`src/rtl/conv_filter_acc.sv`:
```
// conv_filter_acc: time-multiplexed convolution filter with valid/ready on both sides.
// Each beat carries LANES channels of a TAPS-point window plus signed weights. The lane
// products are summed over NCH/LANES beats on top of a per-pixel bias. The total is then
// arithmetically shifted right by SHIFT and saturated to OUT_W bits.
// Optional feature: define CONV_FILTER_ACC_RELU_EN to clamp negative results to zero.
module conv_filter_acc #(
    parameter int unsigned NCH   = 6,
    parameter int unsigned LANES = 3,
    parameter int unsigned TAPS  = 9,
    parameter int unsigned A_W   = 6,
    parameter int unsigned W_W   = 8,
    parameter int unsigned B_W   = 16,
    parameter int unsigned SHIFT = 7,
    parameter int unsigned OUT_W = 13
) (
    input  logic                          CLK,
    input  logic                          CLR,
    input  logic                          abort,
    input  logic                          in_valid,
    output logic                          in_ready,
    input  logic [LANES*TAPS*A_W-1:0]     act,
    input  logic [LANES*TAPS*W_W-1:0]     wgt,
    input  logic [B_W-1:0]                bias,
    output logic                          out_valid,
    input  logic                          out_ready,
    output logic signed [OUT_W-1:0]       out
);

    localparam int unsigned BEATS = NCH / LANES;
    localparam int unsigned ACC_W = A_W + W_W + $clog2(TAPS * NCH) + 2;
    localparam int unsigned CNT_W = (BEATS > 1) ? $clog2(BEATS) : 1;
    localparam int unsigned P_W   = A_W + W_W + 1;
    localparam int unsigned NPROD = LANES * TAPS;

    localparam logic signed [ACC_W-1:0] OUT_MAX = {{(ACC_W-OUT_W+1){1'b0}}, {(OUT_W-1){1'b1}}};
    localparam logic signed [ACC_W-1:0] OUT_MIN = {{(ACC_W-OUT_W+1){1'b1}}, {(OUT_W-1){1'b0}}};

    logic                    en;
    logic                    first_beat;
    logic                    last_beat;
    logic [CNT_W-1:0]        beat_cnt;
    logic signed [ACC_W-1:0] lane_sum;
    logic signed [A_W:0]     a_s;
    logic signed [W_W-1:0]   w_s;
    logic signed [P_W-1:0]   prod;

    logic                    s1_valid;
    logic                    s1_first;
    logic                    s1_last;
    logic signed [ACC_W-1:0] s1_sum;
    logic [B_W-1:0]          s1_bias;

    logic signed [ACC_W-1:0] acc;
    logic signed [ACC_W-1:0] acc_base;
    logic signed [ACC_W-1:0] acc_next;
    logic signed [ACC_W-1:0] shifted;
    logic signed [OUT_W-1:0] res;

    // Every stage advances together; a pending unconsumed result freezes the whole pipe.
    assign en         = !abort && (!out_valid || out_ready);
    assign in_ready   = en;
    assign first_beat = (beat_cnt == '0);
    assign last_beat  = (beat_cnt == CNT_W'(BEATS - 1));

    // Sum of all lane/tap products of the current beat; activations are zero-extended.
    always_comb begin
        lane_sum = '0;
        a_s      = '0;
        w_s      = '0;
        prod     = '0;
        for (int i = 0; i < NPROD; i++) begin
            a_s      = $signed({1'b0, act[i*A_W +: A_W]});
            w_s      = $signed(wgt[i*W_W +: W_W]);
            prod     = a_s * w_s;
            lane_sum = lane_sum + {{(ACC_W-P_W){prod[P_W-1]}}, prod};
        end
    end

    // Stage 1: register the beat sum and its position within the pixel.
    always_ff @(posedge CLK or posedge CLR) begin
        if (CLR) begin
            beat_cnt <= '0;
            s1_valid <= 1'b0;
            s1_first <= 1'b0;
            s1_last  <= 1'b0;
            s1_sum   <= '0;
            s1_bias  <= '0;
        end else if (abort) begin
            beat_cnt <= '0;
            s1_valid <= 1'b0;
        end else if (en) begin
            s1_valid <= in_valid;
            s1_sum   <= lane_sum;
            s1_first <= first_beat;
            s1_last  <= last_beat;
            if (in_valid && first_beat) begin
                s1_bias <= bias;
            end
            if (in_valid) begin
                beat_cnt <= last_beat ? '0 : beat_cnt + 1'b1;
            end
        end
    end

    // Accumulate on top of the bias for the first beat, then shift, saturate and clamp.
    always_comb begin
        acc_base = s1_first ? {{(ACC_W-B_W){s1_bias[B_W-1]}}, s1_bias} : acc;
        acc_next = acc_base + s1_sum;
        shifted  = acc_next >>> SHIFT;
        if (shifted > OUT_MAX) begin
            res = OUT_MAX[OUT_W-1:0];
        end else if (shifted < OUT_MIN) begin
            res = OUT_MIN[OUT_W-1:0];
        end else begin
            res = shifted[OUT_W-1:0];
        end
`ifdef CONV_FILTER_ACC_RELU_EN
        if (res[OUT_W-1]) begin
            res = '0;
        end
`endif
    end

    // Stage 2: accumulator and output register; a new result takes priority over consumption.
    always_ff @(posedge CLK or posedge CLR) begin
        if (CLR) begin
            acc       <= '0;
            out       <= '0;
            out_valid <= 1'b0;
        end else begin
            if (abort) begin
                acc <= '0;
            end else if (en && s1_valid) begin
                acc <= acc_next;
            end
            if (en && s1_valid && s1_last) begin
                out       <= res;
                out_valid <= 1'b1;
            end else if (out_ready) begin
                out_valid <= 1'b0;
            end
        end
    end

endmodule

```
`config.mk`:
```
export PLATFORM = sky130hd
export DESIGN_NAME = conv_filter_acc
export DESIGN_NICKNAME = d
export VERILOG_FILES = /design/src/rtl/conv_filter_acc.sv
export SDC_FILE = /design/constraint.sdc
export NUM_CORES = 2
export LEC_CHECK = 0
export ABC_CLOCK_PERIOD_IN_PS = 4460
export CORE_ASPECT_RATIO = 1.4
export CORE_MARGIN = 2
export CORE_UTILIZATION = 50
export DETAILED_ROUTE_END_ITERATION = 8
export GPL_ROUTABILITY_DRIVEN = 0
export PLACE_DENSITY = 0.67
export SETUP_SLACK_MARGIN = 0.05
export SYNTH_ARGS = -nofsm -noshare
export SYNTH_HDL_FRONTEND = slang
export SYNTH_SLANG_ARGS = --single-unit
```
`constraint.sdc`:
```
create_clock -name CLK -period 4.46 [get_ports CLK]
set_input_delay 0.669 -clock CLK [delete_from_list [all_inputs] [get_ports CLK]]
set_output_delay 0.669 -clock CLK [all_outputs]
set_load 0.02 [all_outputs]
```
==> results.cfg <==
[status]
status = complete, but fails checks
violations = negative setup slack

[timing]
slew_viol_final = 0
worstMarginPinSlew_ns = 1.01
min_period_ns = 11.22
fmax_mhz = 89.1
fin_tns_setup_ns = -116.75
fin_skew_ns = 0.00996
setup_slack_ns = -6.76
max_slew_margin_pct = 32.5
final.period_utilization_pct = 252
grt_setup_unrepaired = true
setup_viol = 21
hold_viol = 0

[floorplan]
start_util_pct = 50.2
pin_count = 414
die_w_um = 308
die_area_um2 = 132000
rows = 156
coreArea_um2 = 129000
die_h_um = 429

[clocking]
cts_max_path_buffers = 2
cts_buffers = 9
clock_sink_count = 78
cts_tree = done
hold_buffers = 0
htreeDepth = 3
path_clk_slew_ns = 0.07
clockRootBuffer = clkbuf_16
clk_latency_ns = 0.35

[critical_path]
cp_slowest_cell = fa_2
worstSetupStartpointType = primary input
crit_top_cell = fa_1
arrival_ns = 11.43
crit_type = primary input to flip-flop
timing.critical_path.from = act[111]
rr_endpoint = out[10]
worst_r2r_startpoint = s1_first
r2r_setup_slack_ns = 0.23
r2r_cells = 12
end_kind = flip-flop
crit_path_max_incr_delay_ns = 0.60
crit_path_max_fanout = 3
required_ns = 4.68

[detailed_routing]
vias = 50400
drc = 0
drt_iter0_drc = 2112
postRouteAntennaNets = 0
drtPass1Iterations = 5
drt_wl_total_mm = 178
wire_per_inst_um = 17.5
via_per_inst = 4.95

[min_path]
worst_hold_startpoint = s1_last
min_path_cells = 2
hold_class = flip-flop to flip-flop
holdPathEnd = s1_last

[logic_synthesis]
syn_area_per_cell_um2 = 9.33
yosys.area.top_type = fa_1
ys_seq_area_share_pct = 3.02
ys_ff_latch = 78
synth_top_area_share_pct = 45.8
syn_nets = 9576
synth_edf_count = 0
ys_types = 61
syn_area_um2 = 64600
yosys_warnings = 0
synth_ff_type = dfrtp_1
synthCells = 6928
postSynth.asyncResetShare_pct = 100
synth_area_leaders = fa_1, ha_1, inv_1

[final_layout]
final_cell_mix = inv_1, fa_1, buf_4, and2_1, ha_1
drive_above_1_share_pct = 22.5
final_common_cell = inv_1
layout.area.seq_um2 = 1950
stdcell_area_um2 = 83200
area_delta_synth_final_pct = 28.8
multi_input_area_um2 = 58500
fillers = 10500
nets = 11200

[grt]
grt_usage_pct = 27.8
overflow = 0
grt_pass1_vias = 57200
grt_max_degree = 79
antenna_found_initial = 34
grt_pass1_wl_mm = 288

[placement]
port_buffers = 413
place_ws_ns = -7.45
hpwl_mm = 163
place_area_um2 = 80000

[flow_run]
max-cap-violations = 0
[layout make-up]
class / count / area share [%]
multi-input combinational: 4865 / 70.3
timing repair buffer: 1589 / 15.6
inverter: 1959 / 8.84
tap: 1659 / 2.49
sequential: 78 / 2.35
clock buffer: 9 / 0.271
clock inverter: 7 / 0.0767
antenna: 19 / 0.0571
[state kept, by name, indices dropped and copies added (netlist names)]
| register | flops |
|---|---|
| acc | 22 |
| s1_sum | 22 |
| s1_bias | 16 |
| out | 13 |
| beat_cnt | 1 |
| out_valid | 1 |
| s1_first | 1 |
| s1_last | 1 |
| s1_valid | 1 |
[cells in the mapped netlist, drive strengths merged (16+ instances only)]
| cell | number |
|---|---|
| inv | 1959 |
| o2111ai | 28 |
| mux2 | 32 |
| a21o | 45 |
| fa | 1479 |
| o21bai | 16 |
| nand2b | 29 |
| ha | 770 |
| a21oi | 132 |
| o41a | 18 |
| nor2 | 121 |
| xnor2 | 238 |
| nor2b | 35 |
| nand2 | 480 |
| dfrtp | 78 |
| o21ai | 114 |
| nand3b | 21 |
| and2 | 954 |
| nand3 | 49 |
| nor3 | 43 |
| clkbuf | 24 |
| a21boi | 22 |
| xor2 | 92 |
| a31oi | 16 |
[stage by stage]
step	instances	hold WS [ns]	utilization, %
after floorplan	6928	0.446	-
after global placement	10100	0.462	62.2
final	10200	0.484	64.7
after global routing	10200	0.506	64.7
after detailed placement	10100	0.472	62.2
after CTS	10200	0.487	63.9
[routing by layer]
| metal | up-vias | track usage (%) | wire length, µm |
|---|---|---|---|
| met5 | - | 0 | 195 |
| met4 | 30 | 11.4 | 9060 |
| met3 | 363 | 2.62 | 7090 |
| met2 | 1047 | 52.1 | 94900 |
| met1 | 25300 | 32.0 | 67000 |
| li1 | 23700 | - | - |
[worst max-delay path: cells and delay by family]
kind | cells | cell delay (ns)
adders and majority gates | 16 | 7.54
AOI/OAI and AO/OA | 9 | 1.81
buffers and inverters | 13 | 0.88
and+or+nand+nor | 3 | 0.31
xor gates and xnor gates | 1 | 0.20
[timing repair]
action | CTS | global route
resized for setup | 803 | 277
setup endpoints to repair | 21 | 21
endpoints found under the hold margin | 0 | 0
setup buffers | 39 | 13
pin swaps | 371 | 232
[worst max-delay path by stage]
stage,slack (ns),depth (start not counted),to
floorplan,-6.40,42,s1_sum[21]
global placement,-7.32,41,s1_sum[18]
detailed placement,-7.45,41,s1_sum[18]
CTS,-6.75,41,s1_sum[20]
global route,-7.02,42,s1_sum[18]
finish,-6.76,42,s1_sum[21]
[cell families after synthesis]
logic type	count (synthesis)	share of synthesized area, %
adders and majority gates	2249	60.7
AOI/OAI and AO/OA	471	4.84
and+or+nand+nor	1783	14.8
muxes	32	0.558
buffers and inverters	1985	11.5
xor gates and xnor gates	330	4.47
DFF	78	3.02
Power is not shown: default switching activity piles up to over one toggle a cycle in this logic, so the estimate is an artifact.
